===== config.mk =====
export PLATFORM = sky130hd
export DESIGN_NAME = alu_op_queue
export DESIGN_NICKNAME = d
export VERILOG_FILES = /design/src/rtl/alu_op_queue.sv
export SDC_FILE = /design/constraint.sdc
export NUM_CORES = 1
export LEC_CHECK = 0
export BUFFER_PORTS_ARGS = -buffer_cell sky130_fd_sc_hd__buf_2
export CORE_MARGIN = 1.5
export CORE_UTILIZATION = 50
export CTS_CLUSTER_SIZE = 12
export DETAILED_ROUTE_END_ITERATION = 7
export PLACE_DENSITY = 0.73
export SLEW_MARGIN = 15
export SYNTH_ARGS = -nofsm -noshare
export SYNTH_HDL_FRONTEND = slang
export SYNTH_SLANG_ARGS = --single-unit
export TNS_END_PERCENT = 50

===== constraint.sdc =====
create_clock -name clk -period 2.29 [get_ports clk]
set_input_delay 0.229 -clock clk [delete_from_list [all_inputs] [get_ports clk]]
set_output_delay 0.229 -clock clk [all_outputs]
set_load 0.01 [all_outputs]

===== src/rtl/alu_op_queue.sv =====
// alu_op_queue: 4-entry decode-and-hold FIFO feeding the 32-bit ALU with {op, a, b}.
// Latency: an entry pushed at edge N is presented on out_* from edge N; no same-cycle bypass.
// Backpressure: in_ready = (count != 4) from registered state only; out_* hold while !out_ready.
// Optional feature: `define ALU_QUEUE_ILLEGAL_TRAP_EN to drop illegal functs and raise sticky err;
// otherwise illegal functs are enqueued as ADD and err stays 0.
module alu_op_queue (
    input  logic        clk,
    input  logic        rst_n,
    input  logic        in_valid,
    output logic        in_ready,
    input  logic [5:0]  in_funct,
    input  logic [31:0] in_a,
    input  logic [31:0] in_b,
    output logic        out_valid,
    input  logic        out_ready,
    output logic [2:0]  out_op,
    output logic [31:0] out_a,
    output logic [31:0] out_b,
    output logic [2:0]  count,
    output logic        err,
    input  logic        err_clr
);

    localparam int DEPTH = 4;

    logic [2:0]  r_op [DEPTH];
    logic [31:0] r_a  [DEPTH];
    logic [31:0] r_b  [DEPTH];
    logic [1:0]  r_wr_ptr;
    logic [1:0]  r_rd_ptr;
    logic [2:0]  r_count;

    logic        w_push_hs;
    logic        w_push;
    logic        w_pop;
    logic        w_legal;
    logic [2:0]  w_dec;
    logic [2:0]  w_op;

    assign in_ready  = (r_count != 3'd4);
    assign out_valid = (r_count != 3'd0);
    assign count     = r_count;
    assign out_op    = r_op[r_rd_ptr];
    assign out_a     = r_a[r_rd_ptr];
    assign out_b     = r_b[r_rd_ptr];

    assign w_push_hs = in_valid && in_ready;
    assign w_pop     = out_valid && out_ready;

    // Decode the R-type funct field into the 3-bit ALU opcode
    always_comb begin
        w_legal = 1'b1;
        w_dec   = 3'b010;
        case (in_funct)
            6'h24:   w_dec = 3'b000;
            6'h25:   w_dec = 3'b001;
            6'h20:   w_dec = 3'b010;
            6'h26:   w_dec = 3'b011;
            6'h22:   w_dec = 3'b100;
            6'h02:   w_dec = 3'b101;
            6'h00:   w_dec = 3'b110;
            6'h27:   w_dec = 3'b111;
            default: w_legal = 1'b0;
        endcase
    end

`ifdef ALU_QUEUE_ILLEGAL_TRAP_EN
    logic r_err;

    // Illegal functs still complete the handshake but are dropped
    assign w_push = w_push_hs && w_legal;
    assign w_op   = w_dec;
    assign err    = r_err;

    // Sticky error: an illegal push in the same cycle beats a clear
    always_ff @(posedge clk or negedge rst_n) begin
        if (!rst_n) begin
            r_err <= 1'b0;
        end else if (w_push_hs && !w_legal) begin
            r_err <= 1'b1;
        end else if (err_clr) begin
            r_err <= 1'b0;
        end
    end
`else
    logic w_unused_err_clr;

    // Illegal functs are enqueued as ADD; the error path does not exist here
    assign w_push           = w_push_hs;
    assign w_op             = w_legal ? w_dec : 3'b010;
    assign err              = 1'b0;
    assign w_unused_err_clr = err_clr;
`endif

    // Entry storage; cleared on reset so the head reads as zero while empty
    always_ff @(posedge clk or negedge rst_n) begin
        if (!rst_n) begin
            for (int i = 0; i < DEPTH; i++) begin
                r_op[i] <= 3'b000;
                r_a[i]  <= 32'd0;
                r_b[i]  <= 32'd0;
            end
        end else if (w_push) begin
            r_op[r_wr_ptr] <= w_op;
            r_a[r_wr_ptr]  <= in_a;
            r_b[r_wr_ptr]  <= in_b;
        end
    end

    // Pointers wrap naturally at 2 bits; count tracks push minus pop
    always_ff @(posedge clk or negedge rst_n) begin
        if (!rst_n) begin
            r_wr_ptr <= 2'd0;
            r_rd_ptr <= 2'd0;
            r_count  <= 3'd0;
        end else begin
            if (w_push) begin
                r_wr_ptr <= r_wr_ptr + 2'd1;
            end
            if (w_pop) begin
                r_rd_ptr <= r_rd_ptr + 2'd1;
            end
            r_count <= r_count + {2'b00, w_push} - {2'b00, w_pop};
        end
    end

endmodule


# Yosys cells after proc, flatten, opt, wreduce, memory -nomap -nowiden
# Cells that the tools add are included.
[classes] n_reduce_logical=6 mux=19 n_eq_ne=8 n_bitwise=2 magnitude_cmp=3 addsub=4
[ops] op="128-bit bitwise mux" count=2
[ops] op="32-bit 2-to-1 mux" count=5
[ops] op="32-bit binary-select mux with 2-bit select" count=2
[ops] op="32-bit demux with 2-bit select" count=1
[ops] op="6-bit == test, second input constant" count=6
[ops] op="3-bit one-hot mux with 7 select lines" count=1
[ops] op="12-bit bitwise mux" count=1
[ops] op="3-bit 2-to-1 mux" count=4
[ops] op="8-bit OR reduction" count=1
[ops] op="3-bit binary-select mux with 2-bit select" count=1
[ops] op="3-bit demux with 2-bit select" count=1
[ops] op="6-bit by 2-bit == test with 1-bit output, second input constant" count=1
[ops] op="3-bit greater-or-equal comparator, second input constant" count=2
[ops] op="6-bit zero test" count=1
[ops] op="2-bit NOT with 3-bit output" count=2
[ops] op="2-bit by 1-bit adder with 2-bit output, second input constant" count=2
[ops] op="3-bit by 1-bit adder with 3-bit output" count=1
[ops] op="1-bit logical AND" count=3
[ops] op="3-bit by 1-bit < comparator with 1-bit output, second input constant" count=1
[ops] op="3-bit inequality test, second input constant" count=1
[ops] op="3-bit nonzero test" count=1
[ops] op="3-bit by 1-bit subtractor with 3-bit output" count=1
[ops] op="1-bit 2-to-1 mux" count=1
[totals] in_bits=75 ff_bits=275 elab_cells=57 out_inout_bits=73

# Logic depth before layout (Yosys ltp)
[logic_depth] depth_word=6 depth_mapped=10 mapped_depth_nobuf=9

# Least setup slack after synthesis
# Ideal clock, no wire load.
[synth_path] path_type="reg-to-reg" start="register r_count[1], in the netlist count[1]" end="register r_count[2], in the netlist count[2]" period_less_slack_ns=2.339 setup_time_ns=0.127 path_slack_ns=-0.049 t_required_ns=2.163 n_path_buf=1 path_stages_with_launch=11 arrival_time_ns=2.213 path_cell_list="dfrtp_1 > or3b_1 > buf_2 > nand2_1 > ha_1 > inv_1 > ha_1 > inv_1 > fa_1 > xnor2_1 > xnor2_1"
[synth_via] elab_chain_len=4 elab_cells_between_ends=6 cone_classes="add/sub: 2; eq/ne: 1; reduce/logical: 3"
[synth_rtl] element="from (decl)" line_no="31" text="logic [2:0] r_count;"
[synth_rtl] element="from (signal assigned)" line_no="123" text="r_count <= r_count + {2'b00, w_push} - {2'b00, w_pop};"
[synth_rtl] element="3-bit inequality test" line_no="40" text="assign in_ready = (r_count != 3'd4);"
[synth_rtl] element="named net in_ready" line_no="10" text="output logic in_ready,"
[synth_rtl] element="1-bit logical AND" line_no="47" text="assign w_push_hs = in_valid && in_ready;"
[synth_rtl] element="3-bit by 1-bit adder with 3-bit output" line_no="123"
[synth_rtl] element="3-bit by 1-bit subtractor with 3-bit output" line_no="123"
# The timed path passes the listed nets, and every way through them passes these cells.
# A chain may end at the register's enable or synchronous reset.

# Final worst setup path
[layout_path] start="register r_rd_ptr[0]" end="output out_b[0]"
[layout_via] elab_chain_len=4
[layout_rtl] element="from (decl)" line_no="30" text="logic [1:0] r_rd_ptr;"
[layout_rtl] element="from (signal assigned)" line_no="121" text="r_rd_ptr <= r_rd_ptr + 2'd1;"
[layout_rtl] element="2-bit NOT with 3-bit output (not written as such)" line_no="45" text="assign out_b = r_b[r_rd_ptr];"
[layout_rtl] element="32-bit binary-select mux with 2-bit select" line_no="45"
[layout_rtl] element="32-bit 2-to-1 mux (not written as such) (2 in a row)" line_no="45"
[layout_rtl] element="to (decl)" line_no="18" text="output logic [31:0] out_b,"
# Every way passes these cells. The select of a mux whose other input is x is not followed.

==> flow_metrics.tcl <==
set metrics [dict create \
    wl_per_cell_um 19.8 \
    hold_viol_final 0 \
    cp-start-kind "flop" \
    grt_usage_pct 20.3 \
    start_util_pct 51.2 \
    dpl.hpwl_mm 15.0 \
    grt_pass1_vias 7728 \
    core_area_sq_um 24400 \
    setup.worst_path.end_class "output pin" \
    die_x_um 161 \
    hp-start "in_valid" \
    synth_area_sq_um 12500 \
    gp_congestion 0.726 \
    worst_ir_drop_vdd_mv 0.883 \
    clock_latency_ns 0.54 \
    synth.most_common_cell "dfrtp_1" \
    yosys_register_bits 275 \
    synth_edf_count 0 \
    whs_ns 0.0335 \
    synth_common_cells "dfrtp_1 (275), mux2_2 (149), mux2_4 (120), mux4_2 (67), buf_2 (19)" \
    htreeDepth 1 \
    fp.dieArea_sq_um 26000 \
    rsz0062_at_grt "yes" \
    status "completed" \
    drt_pass1_iterations 4 \
    max_slew_margin_pct 61.8 \
    clockRootBuffer "clkbuf_16" \
    synth_cell_type_count 29 \
    diodes 0 \
    via_per_inst 5.42 \
    clock_path_buffers 3 \
    place_area_sq_um 13700 \
    cts_tree "done" \
    ant_nets 0 \
    hp-class "in -> reg" \
    routed_wirelength_mm 25.2 \
    cts_sinks 275 \
    critPathMaxFanout 9 \
    max_freq_mhz 449 \
    io_pins 148 \
    max-cap-violations 0 \
    synthCells 697 \
    syn_nets 779 \
    yosysTopAreaCell "dfrtp_1" \
    p_per_area_nw_per_um2 1550 \
    grt_pass1_wl_mm 42.0 \
    grt_max_degree 69 \
    cp.arrival_ns 2.00 \
    cp-startpoint "r_rd_ptr[0]" \
    synth_area_leaders "dfrtp_1 (55%), mux2_4 (14%), mux2_2 (13%)" \
    area_growth_pct 23.7 \
    yosysSeqAreaShare_pct 55.1 \
    synth_warnings 0 \
    async_flop_share_pct 100 \
    row_count 57 \
    nets 1006 \
    drt_iter0_markers 373 \
    worst_pin_slew_ns 0.569 \
    port_buffers 145 \
    drv_slew 0 \
    grt-ovfl-total 0 \
    setup_viol 0 \
    drive_gt1_share_pct 60.8 \
    finalCriticalPeriod_ns 2.23 \
    synth-main-ff-cell "dfrtp_1" \
    synth_top_area_share_pct 55.1 \
    avgSynthCellArea_sq_um 17.9 \
    clk_pin_slew_worst_paths_ns 0.05 \
    numCtsBuffers 30 \
    antenna_found_initial 0 \
    final_area_sq_um 15500 \
    vias 6889 \
    die_h_um 161 \
    power.leakage_nw 6.84 \
    drc 0 \
    critPathRequiredTime_ns 2.06 \
    fin_crit_sh_pct 97.2 \
    r2r_start "count[2]" \
    crit_type "reg -> out" \
    finalClockSkew_ns 0.0118 \
]
per-stage QoR:
step / setup TNS (ns) / total power, W / std cells / worst slack [ns] / util (%)
2_1_floorplan: 0 / 0.0159 / 697 / 0.00973 / -
3_3_place_gp: 0 / 0.0187 / 1143 / 0.119 / 56.2
3_5_place_dp: 0 / 0.0190 / 1143 / 0.101 / 56.2
4_1_cts: 0 / 0.0240 / 1269 / 0.00781 / 63.1
5_1_grt: -0.0180 / 0.0253 / 1271 / -0.0179 / 63.4
6_report: 0 / 0.0239 / 1271 / 0.0644 / 63.4
final cells by class:
cell class / instances / area, sq um
clock buffer: 47 / 916
clock inverter: 8 / 65.1
fill: 1799 / 8930
inverter: 5 / 18.8
multi-input combinational: 367 / 5290
sequential: 275 / 6890
tap: 324 / 405
timing repair buffer: 245 / 1870
layout by cell type, fill, tap and decap left out, drive strengths merged, types with 4 or more instances in the layout:
master / synthesis / routed
and3: 4 / 4
buf: 37 / 177
clkbuf: 13 / 50
clkinv: 0 / 7
dfrtp: 275 / 275
dlygate4sd3: 0 / 65
ha: 6 / 6
inv: 5 / 5
mux2: 269 / 269
mux4: 67 / 67
xnor2: 4 / 4
critical path, cell delays in order (launching register included):
cell,delay (ns)
dfrtp_4,0.42
buf_6,0.17
buf_12,0.16
mux4_2,0.53
buf_2,0.16
power by group:
| group | leakage (nW) | switching, W | internal (W) | total [W] |
|---|---|---|---|---|
| clock | 0.490 | 0.00189 | 0.00283 | 0.00472 |
| combinational | 3.09 | 0.00400 | 0.00649 | 0.0105 |
| sequential | 3.26 | 0.00133 | 0.00737 | 0.00871 |
| total | 6.84 | 0.00722 | 0.0167 | 0.0239 |
state kept, by name, indices dropped and copies added (netlist names):
signal    count
r_wr_ptr      2
r_b         128
count         3
r_op         12
r_rd_ptr      2
r_a         128
kinds of logic after synthesis:
kind of cell	share of synthesized area, %
multiplexers	39.9
AO/OA/AOI/OAI	0.330
AND/OR/NAND/NOR	0.691
buffers and inverters	2.87
flip-flops	55.1
adder cells (fa/ha/maj)	0.761
XOR/XNOR	0.350
other	0.0300
repair_timing:
action	4_1_cts	5_1_grt
setup endpoints to repair	58	27
cloned	0	2
hold buffers	65	0
setup buffers	6	0
resized for setup	0	7
hold endpoints to repair	326	0
worst paths after layout:
check	endpoint	slack, ns	cells after the start
worst max-delay path	out_b[0]	0.06	4
worst min-delay path	r_wr_ptr[0]	0.03	3
worst max register to register	count[2]	0.07	9
worst min register to register	r_b[50]	0.50	1
max in group asynchronous	r_b[115]	1.35	3
min in group asynchronous	r_a[80]	0.22	2
layer usage:
metal  GRT usage (%)  routed length, um  vias to the layer above
met5               0                  0                        -
met4            4.67                549                        0
met3            3.98               1330                       43
met2            31.7              11500                      170
met1            29.5              11800                     3621
li1                -                  -                     3055
No activity file was read; power rests on OpenSTA's default activity.
